--- config.mk ---
export PLATFORM = sky130hd
export DESIGN_NAME = oam_dma_ctrl
export DESIGN_NICKNAME = d
export VERILOG_FILES = /design/src/rtl/nes_bus_pkg.sv /design/src/rtl/oam_dma_ctrl.sv
export SDC_FILE = /design/constraint.sdc
export NUM_CORES = 1
export LEC_CHECK = 0
export CORE_MARGIN = 8
export CORE_UTILIZATION = 40
export DETAILED_ROUTE_END_ITERATION = 10
export PLACE_DENSITY = 0.84
export SKIP_LAST_GASP = 1
export SYNTH_ARGS = -nofsm -noshare
export SYNTH_HDL_FRONTEND = slang
export SYNTH_SLANG_ARGS = --single-unit
--- constraint.sdc ---
create_clock -name i_cpu_clk -period 3.75 [get_ports i_cpu_clk]
set_input_delay 0.375 -clock i_cpu_clk [delete_from_list [all_inputs] [get_ports i_cpu_clk]]
set_output_delay 0.375 -clock i_cpu_clk [all_outputs]
set_load 0.02 [all_outputs]
--- src/rtl/nes_bus_pkg.sv ---
// Shared CPU-bus constants and the sprite-DMA state encoding.
// The optional DMA_ALIGN_EN build uses ST_ALIGN; the default build never enters it.
package nes_bus_pkg;

  localparam logic [15:0] PPU_OAMADDR_ADDR = 16'h2003;
  localparam logic [15:0] OAM_DATA_ADDR    = 16'h2004;
  localparam logic [15:0] DMA_REG_ADDR     = 16'h4014;
  localparam logic [15:0] APU_STATUS_ADDR  = 16'h4015;

  typedef enum logic [2:0] {
    ST_IDLE  = 3'd0,
    ST_HALT  = 3'd1,
    ST_ALIGN = 3'd2,
    ST_RD    = 3'd3,
    ST_WR    = 3'd4
  } dma_state_e;

endpackage

--- src/rtl/oam_dma_ctrl.sv ---
// Sprite DMA: snoops CPU writes to $4014, halts the CPU and copies one 256-byte page to $2004.
// Build option: define DMA_ALIGN_EN to add the odd-cycle ALIGN dummy state.
module oam_dma_ctrl
  import nes_bus_pkg::*;
#(
  parameter logic [15:0] DMA_REG_ADDR_P  = DMA_REG_ADDR,
  parameter logic [15:0] OAM_DATA_ADDR_P = OAM_DATA_ADDR
) (
  input  logic        i_cpu_clk,
  input  logic        i_cpu_rstn,
  input  logic [15:0] i_cpu_addr,
  input  logic        i_cpu_wn,
  input  logic [7:0]  i_cpu_wdata,
  input  logic [7:0]  i_bus_rdata,
  output logic        o_cpu_rdy,
  output logic        o_dma_active,
  output logic [15:0] o_dma_addr,
  output logic        o_dma_wn,
  output logic [7:0]  o_dma_wdata,
  output logic        o_dma_busy
);

  dma_state_e state, state_nx;
  logic [7:0] page;
  logic [7:0] cnt;
  logic       trigger;

  // Handshake: o_cpu_rdy is the CPU's ready; while it is low the CPU holds its bus
  // cycle and o_dma_active hands the shared bus to this block for the whole transfer.
  assign trigger = (state == ST_IDLE) && (i_cpu_addr == DMA_REG_ADDR_P) && !i_cpu_wn;

  always_ff @(posedge i_cpu_clk or negedge i_cpu_rstn) begin
    if (!i_cpu_rstn) begin
      state <= ST_IDLE;
      page  <= 8'h00;
      cnt   <= 8'h00;
    end else begin
      state <= state_nx;
      if (trigger) begin
        page <= i_cpu_wdata;
        cnt  <= 8'h00;
      end else if (state == ST_WR) begin
        cnt  <= cnt + 8'h01;
      end
    end
  end

`ifdef DMA_ALIGN_EN
  // Free-running get/put parity; 0 (even) on the first cycle after reset.
  logic parity;

  always_ff @(posedge i_cpu_clk or negedge i_cpu_rstn) begin
    if (!i_cpu_rstn) parity <= 1'b0;
    else             parity <= ~parity;
  end
`endif

  always_comb begin
    state_nx     = state;
    o_cpu_rdy    = 1'b1;
    o_dma_active = 1'b0;
    o_dma_busy   = 1'b0;
    o_dma_addr   = 16'h0000;
    o_dma_wn     = 1'b1;
    o_dma_wdata  = 8'h00;
    case (state)
      ST_IDLE: begin
        if (trigger) state_nx = ST_HALT;
      end
      ST_HALT: begin
        o_cpu_rdy    = 1'b0;
        o_dma_active = 1'b1;
        o_dma_busy   = 1'b1;
        o_dma_addr   = {page, cnt};
`ifdef DMA_ALIGN_EN
        state_nx     = parity ? ST_ALIGN : ST_RD;
`else
        state_nx     = ST_RD;
`endif
      end
      ST_ALIGN: begin
        o_cpu_rdy    = 1'b0;
        o_dma_active = 1'b1;
        o_dma_busy   = 1'b1;
        o_dma_addr   = {page, cnt};
        state_nx     = ST_RD;
      end
      ST_RD: begin
        o_cpu_rdy    = 1'b0;
        o_dma_active = 1'b1;
        o_dma_busy   = 1'b1;
        o_dma_addr   = {page, cnt};
        state_nx     = ST_WR;
      end
      ST_WR: begin
        // Read data from the previous RD cycle flows straight onto the write bus.
        o_cpu_rdy    = 1'b0;
        o_dma_active = 1'b1;
        o_dma_busy   = 1'b1;
        o_dma_addr   = OAM_DATA_ADDR_P;
        o_dma_wn     = 1'b0;
        o_dma_wdata  = i_bus_rdata;
        state_nx     = (cnt == 8'hFF) ? ST_IDLE : ST_RD;
      end
      default: state_nx = ST_IDLE;
    endcase
  end

endmodule

==> results of run 1 <==
==> cells in the mapped netlist (all sizes together) <==
master / count
nor4: 1
nor2: 13
nand2: 9
nand2b: 1
nor3: 2
nand3: 4
nand4: 3
dfrtp: 19
and3: 1
nor4b: 3
xnor2: 5
a21oi: 1
mux2: 8
nor3b: 1
inv: 2
and2: 22
ha: 1
or2: 1
o21ai: 2
buf: 3
clkbuf: 1
xor2: 3
==> path summary, 6_finish.rpt <==
check,from,end,slack [ns],cells past startpoint
min,page[7],page[7],0.51,1
max in group asynchronous,i_cpu_rstn,page[2],2.70,1
max reg2reg,state[2],page[4],1.98,4
max,state[1],o_dma_addr[0],1.02,4
min reg2reg,page[7],page[7],0.51,1
min in group asynchronous,i_cpu_rstn,page[5],0.54,1
==> where the power goes <==
part / switching [mW] / internal, mW
registers: 0.0738 / 0.261
logic: 0.369 / 0.348
clock network: 0.0638 / 0.0415
==> routing by layer <==
layer / vias up / wire length (um) / track usage
met5: - / 0 / 0
met4: 0 / 22 / 0.0460
met2: 55 / 1370 / 0.226
li1: 472 / - / -
met3: 4 / 496 / 0.0786
met1: 444 / 1200 / 0.151
==> sequential cells by signal, indices dropped and copies added, names as in the netlist <==
| register | cells |
|---|---|
| cnt | 8 |
| page | 8 |
| state | 3 |
==> worst max-delay path, cell delays in order (launching register included) <==
cell and delay (ns):
dfrtp_1 0.42, nor2_1 0.11, nor2_1 0.66, and2_1 0.24, clkdlybuf4s50_1 0.62
==> kinds of logic (layout without fill, tap and decap cells) <==
group,Yosys count,in the layout,synth area share
xor gates and xnor gates,8,8,0.0647
DFF,19,19,0.439
buffers and inverters,6,68,0.0358
and+or+nand+nor,61,61,0.348
adders and majority gates,1,1,0.0116
AOI/OAI and AO/OA,3,3,0.0139
muxes,8,8,0.0867
==> final cells by class <==
| type | count | area, um^2 |
|---|---|---|
| fillers | 243 | 926 |
| flip-flops and latches | 19 | 475 |
| multi-input cells | 81 | 568 |
| repair buffers | 62 | 621 |
| inverters | 2 | 7.51 |
| well taps | 31 | 38.8 |
| clock buffers | 4 | 26.3 |
==> stage by stage <==
stage               worst slack [ns]  area [um^2]
finish                          1.02         1740
global route                   0.822         1740
CTS                            0.988         1740
detailed placement              1.34         1710
global placement                1.43         1710
floorplan                       2.13         1080
==> run_results.csv, run 1 <==
group,metric,value,unit
synth,synth.area.top_cells,"dfrtp_1, and2_1, mux2_2",
synth,synth_fp_nets,142,
power,power,1.16,mW
cts,cts-root-buf,"clkbuf_4",
timing,fmax,367,MHz
grt,grt_max_degree,20,
cells_and_area,layout-drive-gt1-share,0.107,
worst_setup_path,worstPathArrival,2.35,ns
synth,yosysWarningCount,0,
cts,cts_hold_buffers,0,
synth,synth_area_per_cell,10.2,um^2
worst_setup_path,path_max_fanout,16,
cts,clockBufferDepth,2,
route,detail_route.wl_per_cell,15.5,um
place,dp_hpwl,2.47,mm
grt,grt_pass1_wl,5.06,mm
place,place_congestion,0.700,
cells_and_area,layout_commonest_cell,"clkdlybuf4s50_1",
grt,antenna_found_initial,0,
synth,synthCells,106,
worst_setup_path,worst-setup-path-type,"register to output pin",
cts,cts_resized,0,
worst_setup_path,start_kind,"register",
synth,ys_ff_latch,19,
grt,grt.total_usage,0.139,
cts,cts_tree,"built",
cells_and_area,nets,205,
floorplanning,fp.dieW,68.0,um
cts,clock_latency,0.30,ns
timing,period_needed,2.73,ns
power,powerDensity,667,nW/um^2
cells_and_area,antenna_cells,0,
timing,hold_viol,0,
cts,htree_num_levels,1,
cells_and_area,layout_common_cells,"clkdlybuf4s50_1, and2_1, dfrtp_1",
route,post-route-drc-count,0,
timing,hold_ws,0.510,ns
grt,grt-ovfl-total,0,
route,first_pass_iters,2,
power,leakage,0.733,nW
route,drtIter0Drc,21,
floorplanning,die_y,68.0,um
route,wirelength,3.09,mm
floorplanning,std_cell_rows,19,
synth,synth_area_leader_cell,"dfrtp_1",
synth,syn_area,1080,um^2
route,ant_nets,0,
route,viasPerCell,4.90,
worst_setup_path,cp.required,3.38,ns
timing,fin_skew,0.00429,ns
worst_setup_path,crit_path_end_kind,"output pin",
timing,finalCritPeriodShare,0.727,
cells_and_area,instances_no_fill,199,
cells_and_area,area_delta_synth_final,60.5,%
grt,grt_pass1_vias,1094,
outcome,status,"complete, no violations",
floorplanning,dieArea,4630,um^2
synth,yosysSeqAreaShare,0.439,
cts,cts_made_buffers,3,
timing,setup_tns,0,ns
floorplanning,core-area,2660,um^2
cells_and_area,utilization,0.652,
place,io_buffer_count,62,
timing,rsz0062_at_grt,"no",
timing,drv_slew,0,
hold_path,hold_class,"register to register",
timing,setup_viol_count_final,0,
route,route.vias.total,975,
power,peakVddDrop,720,uV
cts,clkTransAtPathRegs,0.11,ns
timing,worst_pin_slew,0.852,ns
synth,synth_top_area_frac,0.439,
floorplanning,ios,63,
synth,yosysUniqueCellTypes,30,
cts,post_cts_buffers,0,
flow_run,maxCapViolCount,0,
place,dp.cells,195,
cts,clock_sinks,19,
timing,slew_headroom,0.430,
floorplanning,start_util,0.406,
Note: power is estimated with default switching activity, not from simulation.
==> run 2, diff against run 1 <==
CORE_UTILIZATION = 34   (was 40)
PLACE_DENSITY = 0.76   (was 0.84)
clock period = 2.5 ns   (was 3.75 ns; I/O delays follow)
==> run 2 against run 1 <==
  * Utilization down 6.8 points
  * Clock skew rose by 0.018 ns
  * Cell count rose by 8.5%
  * Highest routed layer unchanged
  * First-iteration DRC count down 19%
==> run_results.csv, run 2 (synthesized netlist as in run 1, its figures left out) <==
group,metric,value,unit
timing,finalCritPeriodShare,0.894,
cells_and_area,nets,209,
worst_setup_path,path_max_fanout,10,
grt,grt.total_usage,0.121,
cts,cts_made_buffers,3,
worst_setup_path,cp.required,2.25,ns
flow_run,maxCapViolCount,0,
cts,cts_resized,0,
power,powerDensity,987,nW/um^2
cts,post_cts_buffers,0,
worst_setup_path,worst-setup-path-type,"register to output pin",
hold_path,hold_class,"primary input to asynchronous set/reset pin",
cells_and_area,layout_common_cells,"clkdlybuf4s50_1, and2_1, dfrtp_1",
timing,drv_slew,0,
place,dp_hpwl,2.50,mm
worst_setup_path,start_kind,"register",
timing,worst_pin_slew,0.836,ns
cts,clock_sinks,19,
worst_setup_path,crit_path_end_kind,"output pin",
cts,clkTransAtPathRegs,0.12,ns
grt,grt-ovfl-total,0,
timing,rsz0062_at_grt,"no",
timing,setup_tns,0,ns
cts,cts-root-buf,"clkbuf_4",
floorplanning,dieArea,5240,um^2
worst_setup_path,cp-startpoint,"state[2]",
timing,setup_viol_count_final,0,
cells_and_area,area_delta_synth_final,64.9,%
place,pre_cts_slack,0.483,ns
cells_and_area,antenna_cells,0,
route,first_pass_iters,4,
cts,htree_num_levels,1,
worst_setup_path,cp_cell_sequence,"nor3b_4 > buf_4 > and2_1 > clkdlybuf4s50_1",
route,detail_route.wl_per_cell,14.5,um
floorplanning,start_util,0.355,
timing,fmax,448,MHz
route,route.vias.total,992,
place,io_buffer_count,62,
cts,clockBufferDepth,2,
timing,slew_headroom,0.441,
place,placed_cell_area,1740,um^2
place,place_congestion,0.781,
outcome,status,"complete, no violations",
power,leakage,0.756,nW
cells_and_area,design_area,1780,um^2
cts,cts_hold_buffers,0,
worst_setup_path,worstPathArrival,1.98,ns
grt,grt_pass1_vias,1082,
timing,period_needed,2.23,ns
worst_setup_path,r2r-start,"state[2]",
grt,antenna_found_initial,0,
worst_setup_path,cp_slowest_stage_delay,0.61,ns
cts,cts_tree,"built",
route,drtIter0Drc,17,
floorplanning,die_y,72.4,um
cells_and_area,layout_commonest_cell,"clkdlybuf4s50_1",
cells_and_area,reg_top3,"cnt x8, page x8, state x3",
floorplanning,std_cell_rows,20,
timing,setup_ws,0.266,ns
route,post-route-drc-count,0,
route,wirelength,3.13,mm
grt,grt_pass1_wl,5.15,mm
timing,hold_viol,0,
floorplanning,fp.dieW,72.4,um
route,ant_nets,0,
cts,clock_latency,0.30,ns
power,peakVddDrop,708,uV
cells_and_area,layout-drive-gt1-share,0.134,
route,viasPerCell,4.59,
grt,grt_max_degree,20,
floorplanning,core-area,3050,um^2
timing,fin_skew,0.0224,ns
worst_setup_path,crit_path_top_delay_cell,"clkdlybuf4s50_1",
floorplanning,ios,63,
==> run 2: cell type report <==
type	count	area (um^2)
clock inverter	1	5.00
timing repair buffer	66	651
multi-input combinational	81	568
sequential	19	475
clock buffer	3	22.5
inverter	2	7.51
fill	283	1270
tap	44	55.1
==> run 2: critical path, delay by kind of cell, from the launching register on <==
kind,cells,cell delay (ns)
DFF,1,0.48
buffers and inverters,2,0.80
and+or+nand+nor,2,0.41
==> run 2: through the flow <==
stage	instances	hold WS [ns]	utilization	power [mW]
5_1_grt	216	0.484	0.584	1.90
6_report	216	0.412	0.584	1.76
3_5_place_dp	210	0.468	0.570	1.61
2_1_floorplan	106	-0.0456	-	1.10
3_3_place_gp	210	0.463	0.570	1.59
4_1_cts	214	0.446	0.580	1.77
==> run 2: power by group <==
group | internal (mW) | switching [mW] | leakage, nW
clock network | 0.0595 | 0.0954 | 0.0177
registers | 0.392 | 0.114 | 0.234
logic | 0.554 | 0.546 | 0.504
==> run 2: path summary, 6_finish.rpt <==
path,endpoint,slack [ns],depth (start not counted)
max,o_dma_wdata[4],0.27,4
min,cnt[4],0.41,1
max reg2reg,page[0],0.74,4
min reg2reg,page[7],0.49,1
max in group asynchronous,page[3],1.55,1
min in group i_cpu_clk,page[7],0.49,1
==> run 2: routing by layer <==
metal | vias up | share of wire | GRT usage
li1 | 483 | - | -
met1 | 450 | 0.42 | 0.142
met2 | 57 | 0.42 | 0.182
met3 | 2 | 0.15 | 0.0620
met4 | 0 | 0.011 | 0.0467
met5 | - | 0 | 0
